==> src/rtl/kasumi_round_sequencer.sv <==
// Drives one shared KASUMI round unit through 8 Feistel rounds; result 8*(1+RF_LAT)+1 cycles after accept.
// One block in flight: in_ready only when idle, result held on out_data until out_ready.
module kasumi_round_sequencer #(
  parameter int RF_LAT = 1
) (
  input  logic         clk,
  input  logic         rst,
  input  logic         in_valid,
  output logic         in_ready,
  input  logic [63:0]  in_data,
  input  logic [127:0] in_key,
  output logic         out_valid,
  input  logic         out_ready,
  output logic [63:0]  out_data,
  output logic         busy,
  output logic [31:0]  rf_x,
  output logic         rf_odd,
  output logic [15:0]  rf_kl1,
  output logic [15:0]  rf_kl2,
  output logic [15:0]  rf_ko1,
  output logic [15:0]  rf_ko2,
  output logic [15:0]  rf_ko3,
  output logic [15:0]  rf_ki1,
  output logic [15:0]  rf_ki2,
  output logic [15:0]  rf_ki3,
  input  logic [31:0]  rf_y
);

  typedef enum logic [1:0] {IDLE, ISSUE, WAIT, DONE} state_t;

  localparam logic [1:0] WCNT_INIT = 2'(RF_LAT - 1);

  state_t      state_q, state_d;
  logic [31:0] l_q, r_q;
  logic [15:0] k_q [8];
  logic [3:0]  round_q;
  logic [1:0]  wcnt_q;
  logic        accept;
  logic        step;
  logic [2:0]  base;
  logic [15:0] k_i, k_i1, k_i5, k_i6;

  function automatic logic [15:0] kc(input logic [2:0] idx);
    logic [15:0] c;
    case (idx)
      3'd0:    c = 16'h0123;
      3'd1:    c = 16'h4567;
      3'd2:    c = 16'h89AB;
      3'd3:    c = 16'hCDEF;
      3'd4:    c = 16'hFEDC;
      3'd5:    c = 16'hBA98;
      3'd6:    c = 16'h7654;
      default: c = 16'h3210;
    endcase
    return c;
  endfunction

  always_ff @(posedge clk) begin
    if (rst) begin
      state_q <= IDLE;
    end else begin
      state_q <= state_d;
    end
  end

  always_comb begin
    state_d   = state_q;
    in_ready  = 1'b0;
    out_valid = 1'b0;
    busy      = 1'b1;
    accept    = 1'b0;
    step      = 1'b0;
    case (state_q)
      IDLE: begin
        in_ready = 1'b1;
        busy     = 1'b0;
        if (in_valid) begin
          accept  = 1'b1;
          state_d = ISSUE;
        end
      end
      ISSUE: state_d = WAIT;
      WAIT: begin
        if (wcnt_q == 2'd0) begin
          step    = 1'b1;
          state_d = (round_q == 4'd8) ? DONE : ISSUE;
        end
      end
      DONE: begin
        out_valid = 1'b1;
        if (out_ready) state_d = IDLE;
      end
      default: state_d = IDLE;
    endcase
  end

  // L/R swap happens in the same edge that captures the round-unit result
  always_ff @(posedge clk) begin
    if (rst) begin
      l_q     <= 32'h0;
      r_q     <= 32'h0;
      round_q <= 4'd1;
      wcnt_q  <= 2'd0;
      for (int j = 0; j < 8; j++) k_q[j] <= 16'h0;
    end else begin
      if (accept) begin
        l_q     <= in_data[63:32];
        r_q     <= in_data[31:0];
        round_q <= 4'd1;
        for (int j = 0; j < 8; j++) k_q[j] <= in_key[127-16*j -: 16];
      end
      if (state_q == ISSUE) begin
        wcnt_q <= WCNT_INIT;
      end else if (state_q == WAIT && wcnt_q != 2'd0) begin
        wcnt_q <= wcnt_q - 2'd1;
      end
      if (step) begin
        l_q <= r_q ^ rf_y;
        r_q <= l_q;
        if (round_q != 4'd8) round_q <= round_q + 4'd1;
      end
    end
  end

  // base is (round-1); 3-bit adds give the mod-8 wrap of the subkey indices
  assign base = round_q[2:0] - 3'd1;
  assign k_i  = k_q[base];
  assign k_i1 = k_q[base + 3'd1];
  assign k_i5 = k_q[base + 3'd5];
  assign k_i6 = k_q[base + 3'd6];

  assign rf_kl1 = {k_i[14:0], k_i[15]};
  assign rf_kl2 = k_q[base + 3'd2] ^ kc(base + 3'd2);
  assign rf_ko1 = {k_i1[10:0], k_i1[15:11]};
  assign rf_ko2 = {k_i5[7:0], k_i5[15:8]};
  assign rf_ko3 = {k_i6[2:0], k_i6[15:3]};
  assign rf_ki1 = k_q[base + 3'd4] ^ kc(base + 3'd4);
  assign rf_ki2 = k_q[base + 3'd3] ^ kc(base + 3'd3);
  assign rf_ki3 = k_q[base + 3'd7] ^ kc(base + 3'd7);

  assign rf_x     = l_q;
  assign rf_odd   = round_q[0];
  assign out_data = {l_q, r_q};

endmodule

==> config.mk <==
export PLATFORM = sky130hd
export DESIGN_NAME = kasumi_round_sequencer
export DESIGN_NICKNAME = d
export VERILOG_FILES = /design/src/rtl/kasumi_round_sequencer.sv
export SDC_FILE = /design/constraint.sdc
export NUM_CORES = 1
export LEC_CHECK = 0
export BUFFER_PORTS_ARGS = -buffer_cell sky130_fd_sc_hd__buf_2
export CAP_MARGIN = 20
export CORE_MARGIN = 3
export CORE_UTILIZATION = 40
export CTS_BUF_LIST = sky130_fd_sc_hd__clkbuf_8
export CTS_CLUSTER_SIZE = 10
export DETAILED_ROUTE_END_ITERATION = 16
export PLACE_DENSITY_LB_ADDON = 0.15
export REMOVE_ABC_BUFFERS = 1
export SLEW_MARGIN = 15
export SYNTH_ARGS = -nofsm -noshare
export SYNTH_HDL_FRONTEND = slang
export SYNTH_SLANG_ARGS = --single-unit
==> constraint.sdc <==
create_clock -name clk -period 4.7 [get_ports clk]
set_input_delay 0.705 -clock clk [delete_from_list [all_inputs] [get_ports clk]]
set_output_delay 0.705 -clock clk [all_outputs]
set_load 0.05 [all_outputs]
==> results of run 1 <==
-- per-stage QoR --
stage / hold slack [ns] / utilization (%)
finish: 0.447 / 49.4
global route: 0.409 / 49.4
CTS: 0.399 / 49.3
detailed placement: 0.475 / 48.0
global placement: 0.470 / 47.9
floorplan: 0.464 / -
-- synth_stat cells (8+ instances only) --
| library cell | instances |
|---|---|
| xor2_1 | 25 |
| nor3_1 | 19 |
| inv_1 | 10 |
| a22oi_1 | 19 |
| buf_4 | 46 |
| dfxtp_1 | 72 |
| mux2i_1 | 59 |
| and2_1 | 97 |
| mux4_2 | 128 |
| nor2_1 | 90 |
| nand2_1 | 89 |
| o22ai_1 | 16 |
| buf_2 | 32 |
| clkbuf_1 | 41 |
| a21oi_1 | 37 |
| xnor2_1 | 71 |
| mux2_2 | 48 |
| edfxtp_1 | 128 |
| o21ai_0 | 8 |
| nor2b_1 | 36 |
| ha_1 | 13 |
| a221oi_1 | 28 |
-- final timing paths --
kind | from | end | slack [ns] | depth (start not counted)
worst max-delay path | round_q[1] | rf_ko1[8] | 0.19 | 10
worst min-delay path | in_data[57] | rf_x[25] | 0.45 | 3
worst max register to register | state_q[1] | k_q[5][2] | 2.06 | 4
worst min register to register | r_q[16] | r_q[16] | 0.49 | 2
-- where the power goes --
part	internal [uW]	switching, uW	total [uW]
registers	2040	147	2180
clock network	585	661	1250
logic	938	2120	3050
total	3560	2920	6480
-- routing by layer --
| layer | GRT usage [%] | share of wire [%] |
|---|---|---|
| met1 | 28.3 | 38 |
| met5 | 0 | 0.21 |
| met4 | 8.35 | 2.5 |
| met2 | 40.7 | 51 |
| met3 | 5.74 | 8.0 |
-- state kept, by name, summed over array words and instances, names as in the netlist --
signal / cells
wcnt_q: 2
round_q: 4
r_q: 32
rf_x: 32
state_q: 2
k_q: 128
-- final cells by class --
class                           instances  area, sq um
Clock inverter                         15          196
Clock buffer                           17          234
Fill cell                            3140        17000
Multi-Input combinational cell        818         7710
Timing Repair Buffer                  485         2570
Tap cell                              448          561
Inverter                               11         41.3
Sequential cell                       200         5290
Antenna cell                            8         20.0
-- kinds of logic after synthesis --
group	Yosys count	synth area share, %
adder cells (fa/ha/maj)	13	1.19
multiplexers	235	29.4
buffers and inverters	140	5.52
XOR/XNOR	97	6.27
AND/OR/NAND/NOR	345	12.6
flip-flops	200	38.6
AO/OA/AOI/OAI	128	6.47
-- worst reg2reg max path, delay by kind of cell (launching register included) --
family	cells	cell delay, ns
simple gates	2	1.09
buf+inv	2	0.74
flops	1	0.47
==> flow_metrics.env, run 1 <==
export IMPL_status="completed"
export IMPL_die_h_um=191
export IMPL_wire_per_inst_um=21.7
export IMPL_setup_violations=0
export IMPL_stdcell_count=2002
export IMPL_ir_drop_mv=0.241
export IMPL_ant_nets=0
export IMPL_hold_class="input pin to flip-flop"
export IMPL_initial_core_util_pct=40.7
export IMPL_io_buffer_count=455
export IMPL_postLayoutCellArea_sq_um=16600
export IMPL_ys_seq_elements=200
export IMPL_cp_cell_sequence="inv_1, ha_1, buf_4, ha_2, inv_2, buf_4, ha_2, buf_12, mux2_2, buf_2"
export IMPL_post_route_min_period_ns=4.51
export IMPL_place_detailed_instances=1961
export IMPL_maxSlewHeadroom_pct=32.0
export IMPL_final_cell_mix="454 x buf_2, 128 x mux4_2, 128 x edfxtp_1"
export IMPL_final_max_slew_viol_count=0
export IMPL_skew_ns=0.0194
export IMPL_htree_levels=4
export IMPL_path_delay_family="adder cells"
export IMPL_cts_tree="built"
export IMPL_async_flop_share_pct=0
export IMPL_finalWirelength_um=43400
export IMPL_vias_per_cell=5.47
export IMPL_clock_sinks=200
export IMPL_critPathMaxStageDelay_ns=0.71
export IMPL_worst_pin_slew_ns=1.02
export IMPL_setup_slack_ns=0.193
export IMPL_cts_resized=0
export IMPL_hold_viol=0
export IMPL_area_delta_synth_final_pct=21.5
export IMPL_cp_end_kind="output port"
export IMPL_drv_cap=0
export IMPL_insertion_delay_ns=0.50
export IMPL_worstPathArrival_ns=3.80
export IMPL_drive_gt1_share_pct=45.7
export IMPL_tns_ns=0
export IMPL_grt_pass1_wl_um=64700
export IMPL_grt_start_max_net_pins=97
export IMPL_seq_area_frac_synth_pct=38.6
export IMPL_rsz0062_at_grt="true"
export IMPL_cts_buffers=17
export IMPL_cp_buffers_inverters=6
export IMPL_num_vias=11000
export IMPL_design_die_area_sq_um=36400
export IMPL_synthFlopType="edfxtp_1"
export IMPL_syn_area_per_cell_sq_um=11.8
export IMPL_synth_top_area_cell="edfxtp_1"
export IMPL_final_common_cell="buf_2"
export IMPL_antenna_found_initial=14
export IMPL_globalplace_congestion=0.864
export IMPL_ctsHoldBuffers=0
export IMPL_io_pins=456
export IMPL_power_density_nw_per_um2=390
export IMPL_drt_first_pass_iters=5
export IMPL_yosys_warnings=0
export IMPL_synth_edf_count=128
export IMPL_clkTransAtPathRegs_ns=0.11
export IMPL_crit_type="flip-flop to output port"
export IMPL_layout_worst_path_cycle_share_pct=95.9
export IMPL_synth_cell_types=50
export IMPL_netlist_area_sq_um=13700
export IMPL_drt_initial_drc_count=644
export IMPL_max_clock_path_buffers=2
export IMPL_core_area_sq_um=33600
export IMPL_post_cts_buffers=0
export IMPL_grt_pass1_vias=11000
export IMPL_route_detailed_drc=0
export IMPL_grtUsageTotal_pct=23.4
export IMPL_dpl_worst_slack_ns=0.656
export IMPL_p_leak_uw=0.00701
export IMPL_row_count=67
export IMPL_finalPower_uw=6480
export IMPL_die_w_um=191
export IMPL_start_kind="flip-flop"
export IMPL_globalRoute_totalOverflow=0
export IMPL_yosysTopAreaCellShare_pct=28.1
export IMPL_nNetsFinal=1774
export IMPL_fmax_ghz=0.222
export IMPL_placed_area_sq_um=16100
export IMPL_critPathSlowestCell="ha_2"
export IMPL_synthTopCellsByArea="edfxtp_1 28%, mux4_2 21%, dfxtp_1 11%"
export IMPL_dpl_hpwl_um=32100
export IMPL_cts_root_buf="clkbuf_8"
export IMPL_cp_data_required_time_ns=3.99
export IMPL_postSynthCellCount=1158
export IMPL_path_max_fanout=35
Note: power is estimated with default switching activity, not from simulation.
==> run 2, diff against run 1 <==
- CORE_UTILIZATION: 40 -> 30
==> run 2 against run 1 <==
Core utilization is 12 points lower. Sequential power is essentially flat. Die area grew 32%. Flip-flop and latch count stayed put. Fmax increased by 1.4%. Critical path type unchanged. Highest routed layer unchanged.
==> flow_metrics.env, run 2 (same netlist as run 1, synthesis figures left out) <==
export IMPL_cp_data_required_time_ns=3.99
export IMPL_grt_pass1_wl_um=69100
export IMPL_num_vias=11100
export IMPL_skew_ns=0.0209
export IMPL_largest_reg_flops=128
export IMPL_worst_path_stages=10
export IMPL_seq_area_sq_um=5290
export IMPL_stdcell_count=2155
export IMPL_path_max_fanout=16
export IMPL_grt_start_max_net_pins=131
export IMPL_crit_type="flip-flop to output port"
export IMPL_crit_start="round_q[1]"
export IMPL_cts_tree="built"
export IMPL_critPathSlowestCell="ha_1"
export IMPL_status="completed"
export IMPL_io_buffer_count=455
export IMPL_die_w_um=220
export IMPL_holdPathStages=3
export IMPL_hold_class="input pin to flip-flop"
export IMPL_grtUsageTotal_pct=19.5
export IMPL_clkTransAtPathRegs_ns=0.11
export IMPL_route_detailed_drc=0
export IMPL_clock_sinks=200
export IMPL_cp_end_kind="output port"
export IMPL_row_count=77
export IMPL_fill_cells=4476
export IMPL_wl_met1_um=19100
export IMPL_io_pins=456
export IMPL_largest_register="k_q"
export IMPL_maxSlewHeadroom_pct=29.9
export IMPL_wl_met2_um=23700
export IMPL_antenna_found_initial=26
export IMPL_insertion_delay_ns=0.56
export IMPL_post_route_min_period_ns=4.44
export IMPL_top_layer_used="met5"
export IMPL_ctsHoldBuffers=0
export IMPL_globalRoute_totalOverflow=0
export IMPL_cp_cell_sequence="inv_1, ha_1, ha_2, inv_2, ha_1, nor2b_1, a221oi_1, o221ai_2, xnor2_1, buf_2"
export IMPL_critPathMaxStageDelay_ns=0.50
export IMPL_drv_cap=0
export IMPL_worstPathArrival_ns=3.74
export IMPL_area_delta_synth_final_pct=22.8
export IMPL_drt_first_pass_iters=5
export IMPL_finalWirelength_um=47600
export IMPL_p_leak_uw=0.00698
export IMPL_path_delay_family="adder cells"
export IMPL_utilization_pct=37.7
export IMPL_r2r_start="state_q[1]"
export IMPL_wire_per_inst_um=22.1
export IMPL_worst_pin_slew_ns=1.04
export IMPL_die_h_um=220
export IMPL_met3_wirelength_um=3770
export IMPL_max_clock_path_buffers=2
export IMPL_hold_viol=0
export IMPL_core_area_sq_um=44600
export IMPL_start_kind="flip-flop"
export IMPL_rsz0062_at_grt="true"
export IMPL_dpl_hpwl_um=35800
export IMPL_hp_start="in_data[61]"
export IMPL_cts_root_buf="clkbuf_8"
export IMPL_grt_pass1_vias=11000
export IMPL_htree_levels=4
export IMPL_vias_per_cell=5.13
export IMPL_design_die_area_sq_um=48200
export IMPL_cts_buffers=17
export IMPL_place_detailed_instances=2108
export IMPL_final_common_cell="buf_2"
export IMPL_ant_nets=0
export IMPL_fmax_ghz=0.225
export IMPL_power_density_nw_per_um2=380
export IMPL_final_max_slew_viol_count=0
export IMPL_globalplace_congestion=0.857
export IMPL_cp_buffers_inverters=3
export IMPL_drt_initial_drc_count=761
export IMPL_setup_violations=0
export IMPL_final_cell_mix="452 x buf_2, 128 x mux4_2, 128 x edfxtp_1"
export IMPL_r2r_cells=4
export IMPL_cp_common_cell="ha_1"
export IMPL_nNetsFinal=1778
export IMPL_ir_drop_mv=0.258
export IMPL_initial_core_util_pct=30.7
export IMPL_layout_worst_path_cycle_share_pct=94.5
export IMPL_multi_input_area_sq_um=7720
export IMPL_drive_gt1_share_pct=46.1
## run 2: cell count changes in the layout (fill, tap and decap cells not counted), sizes merged
cell / change
buf: +4
bufinv: -4
clkbuf: +2
clkinvlp: +5
diode: +5
inv: -3
## run 2: path summary, 6_finish.rpt
check                     to  slack, ns
setup / recovery   rf_ki2[5]       0.26
hold / removal      rf_x[29]       0.38
setup reg to reg  k_q[4][12]       2.09
hold reg to reg      r_q[18]       0.49
## run 2: worst reg2reg max path: cells and delay by family (launching register included)
family / cells / cell delay, ns
DFF: 1 / 0.48
and+or+nand+nor: 3 / 1.56
buffers and inverters: 1 / 0.42
## run 2: repair_timing
item / CTS / global route
setup buffers: 0 / 2
endpoints found under the setup margin: 0 / 13
gates resized for setup: 0 / 4
## run 2: per-layer routing
metal / vias up / GRT usage [%]
li1: 5052 / -
met1: 5474 / 23.7
met2: 451 / 32.2
met3: 66 / 5.61
met4: 20 / 8.38
met5: - / 0
## run 2: final cells by class
type / count / share of cell area [%]
multi-input combinational: 818 / 46.0
sequential: 200 / 31.5
timing repair buffer: 489 / 15.6
tap: 592 / 4.41
clock buffer: 19 / 1.56
clock inverter: 13 / 0.559
inverter: 11 / 0.268
antenna: 13 / 0.194
## run 2: stage by stage
| stage | hold slack (ns) | setup TNS (ns) | setup WS (ns) | total power [uW] | area, sq um |
|---|---|---|---|---|---|
| 2_1_floorplan | 0.464 | -811.99 | -7.09 | 4500 | 13000 |
| 3_3_place_gp | 0.469 | 0 | 0.804 | 5330 | 16400 |
| 3_5_place_dp | 0.473 | 0 | 0.718 | 5350 | 16400 |
| 4_1_cts | 0.298 | 0 | 0.0148 | 6460 | 16700 |
| 5_1_grt | 0.335 | -0.170 | -0.0582 | 6690 | 16800 |
| 6_report | 0.380 | 0 | 0.257 | 6380 | 16800 |
## run 2: where the power goes
group / internal, uW / switching [uW]
Sequential: 2040 / 147
Combinational: 964 / 2140
Clock: 397 / 692
Total: 3400 / 2980
==> run 3, diff against run 2 <==
- CORE_UTILIZATION: 30 -> 45
==> run 3 against run 2 <==
Combinational power down 2%. Die area is 33% lower. Clock skew down 0.00087 ns. Sequential power about the same. Fmax decreased by 1.0%. Final area down 1.9%.
==> flow_metrics.env, run 3 (same netlist as run 1, synthesis figures left out) <==
export IMPL_largest_register="k_q"
export IMPL_ant_nets=0
export IMPL_worst_pin_slew_ns=1.04
export IMPL_grtUsageTotal_pct=25.3
export IMPL_placed_area_sq_um=16000
export IMPL_crit_type="flip-flop to output port"
export IMPL_grt_pass1_vias=11000
export IMPL_num_vias=11100
export IMPL_nNetsFinal=1771
export IMPL_cts_resized=0
export IMPL_cts_buffers=17
export IMPL_p_leak_uw=0.00697
export IMPL_grt_start_max_net_pins=83
export IMPL_postLayoutCellArea_sq_um=16500
export IMPL_tns_ns=0
export IMPL_hold_viol=0
export IMPL_final_common_cell="buf_2"
export IMPL_clkTransAtPathRegs_ns=0.13
export IMPL_die_h_um=180
export IMPL_min_to="rf_x[13]"
export IMPL_area_delta_synth_final_pct=20.5
export IMPL_initial_core_util_pct=45.9
export IMPL_core_area_sq_um=29800
export IMPL_critPathMaxStageDelay_ns=0.53
export IMPL_path_delay_family="buffers and inverters"
export IMPL_holdPathStages=3
export IMPL_cp_cell_sequence="inv_1, ha_1, ha_2, inv_2, ha_1, inv_1, o221ai_1, xnor2_1, buf_2"
export IMPL_route_detailed_drc=0
export IMPL_cp_data_required_time_ns=3.99
export IMPL_ir_drop_mv=0.192
export IMPL_wire_per_inst_um=22.0
export IMPL_timing_rr_end="k_q[6][3]"
export IMPL_drive_gt1_share_pct=45.7
export IMPL_cts_root_buf="clkbuf_8"
export IMPL_ff2ff_setup_slack_ns=1.67
export IMPL_critPathSlowestCell="inv_1"
export IMPL_antenna_found_initial=11
export IMPL_clock_sinks=200
export IMPL_path_max_fanout=11
export IMPL_post_route_min_period_ns=4.49
export IMPL_cts_tree="built"
export IMPL_die_w_um=180
export IMPL_io_pins=456
export IMPL_row_count=63
export IMPL_grt_use_met3_pct=6.12
export IMPL_ctsHoldBuffers=0
export IMPL_final_max_slew_viol_count=0
export IMPL_drt_first_pass_iters=5
export IMPL_io_buffer_count=455
export IMPL_r2r_start="state_q[1]"
export IMPL_htree_levels=4
export IMPL_vias_per_cell=5.74
export IMPL_rsz0062_at_grt="false"
export IMPL_dpl_hpwl_um=31900
export IMPL_grt_busiest_layer="met2"
export IMPL_finalWirelength_um=42700
export IMPL_post_cts_buffers=0
export IMPL_cp_buffers_inverters=4
export IMPL_skew_ns=0.0200
export IMPL_globalRoute_totalOverflow=0
export IMPL_setup_violations=0
export IMPL_design_die_area_sq_um=32500
export IMPL_grtUsageMet2_pct=44.5
export IMPL_maxSlewHeadroom_pct=30.4
export IMPL_r2r_cells=3
export IMPL_max_clock_path_buffers=2
export IMPL_cp_end_kind="output port"
export IMPL_power_density_nw_per_um2=387
export IMPL_fmax_ghz=0.223
export IMPL_drt_initial_drc_count=761
export IMPL_layout_worst_path_cycle_share_pct=95.5
export IMPL_insertion_delay_ns=0.48
export IMPL_drv_cap=0
export IMPL_worstPathArrival_ns=3.78
export IMPL_largest_reg_flops=128
export IMPL_final_cell_mix="454 x buf_2, 128 x mux4_2, 128 x edfxtp_1"
export IMPL_met1_usage_pct=30.4
export IMPL_status="completed"
export IMPL_globalplace_congestion=0.867
export IMPL_grt_pass1_wl_um=64000
export IMPL_start_kind="flip-flop"
export IMPL_hold_class="input pin to flip-flop"
export IMPL_hp_start="in_data[45]"
-- run 3: changes by cell type in the layout (fill, tap and decap cells not counted), moves of 2 or more --
cell / delta
buf_12: -4
buf_2: +2
diode_2: -8
clkbuf_8: -2
inv_12: +2
clkinvlp_4: -5
clkinv_4: +2
buf_4: -7
clkinv_8: +4
clkinv_2: -2
-- run 3: final cells by class --
cell class / count / area, sq um
fillers: 2684 / 13300
multi-input cells: 818 / 7700
flip-flops and latches: 200 / 5290
repair buffers: 482 / 2530
well taps: 390 / 488
clock buffers: 17 / 234
clock inverters: 15 / 176
inverters: 11 / 41.3
diodes: 5 / 12.5
-- run 3: worst max path at each step --
stage,slack (ns),startpoint,endpoint,cells after the start
floorplan,-7.09,round_q[0],rf_kl2[10],5
global placement,0.79,round_q[1],rf_ki2[8],9
detailed placement,0.71,round_q[1],rf_ki2[1],9
CTS,0.16,round_q[1],rf_ki2[1],9
global route,0.01,round_q[1],rf_ki2[8],9
finish,0.21,round_q[1],rf_ki2[1],9
-- run 3: routing by layer --
layer | vias to the layer above | part of all wire, %
met1 | 5499 | 37
met2 | 501 | 51
met3 | 78 | 8.1
li1 | 5023 | -
met4 | 16 | 3.1
met5 | - | 0.24
-- run 3: power by group --
group          internal, uW  switching [uW]
Sequential             2040             148
Clock                   412             740
Combinational           931            2110
Total                  3380            3000
-- run 3: tightest hold or removal path, delay by kind of cell --
| kind | cells | cell delay, ns |
|---|---|---|
| buf+inv | 1 | 0.08 |
| compound gates | 1 | 0.06 |
| simple gates | 1 | 0.07 |
-- run 3: through the flow --
step                      instances  hold WS, ns  power [uW]  setup slack, ns  util, %
after floorplan                1029        0.464        4500            -7.09        -
after global placement         1899        0.469        5240            0.793     53.7
after detailed placement       1900        0.475        5270            0.709     53.8
after CTS                      1932        0.426        6420            0.158     55.2
after global routing           1935        0.439        6640          0.00983     55.3
final                          1938        0.464        6380            0.211     55.3
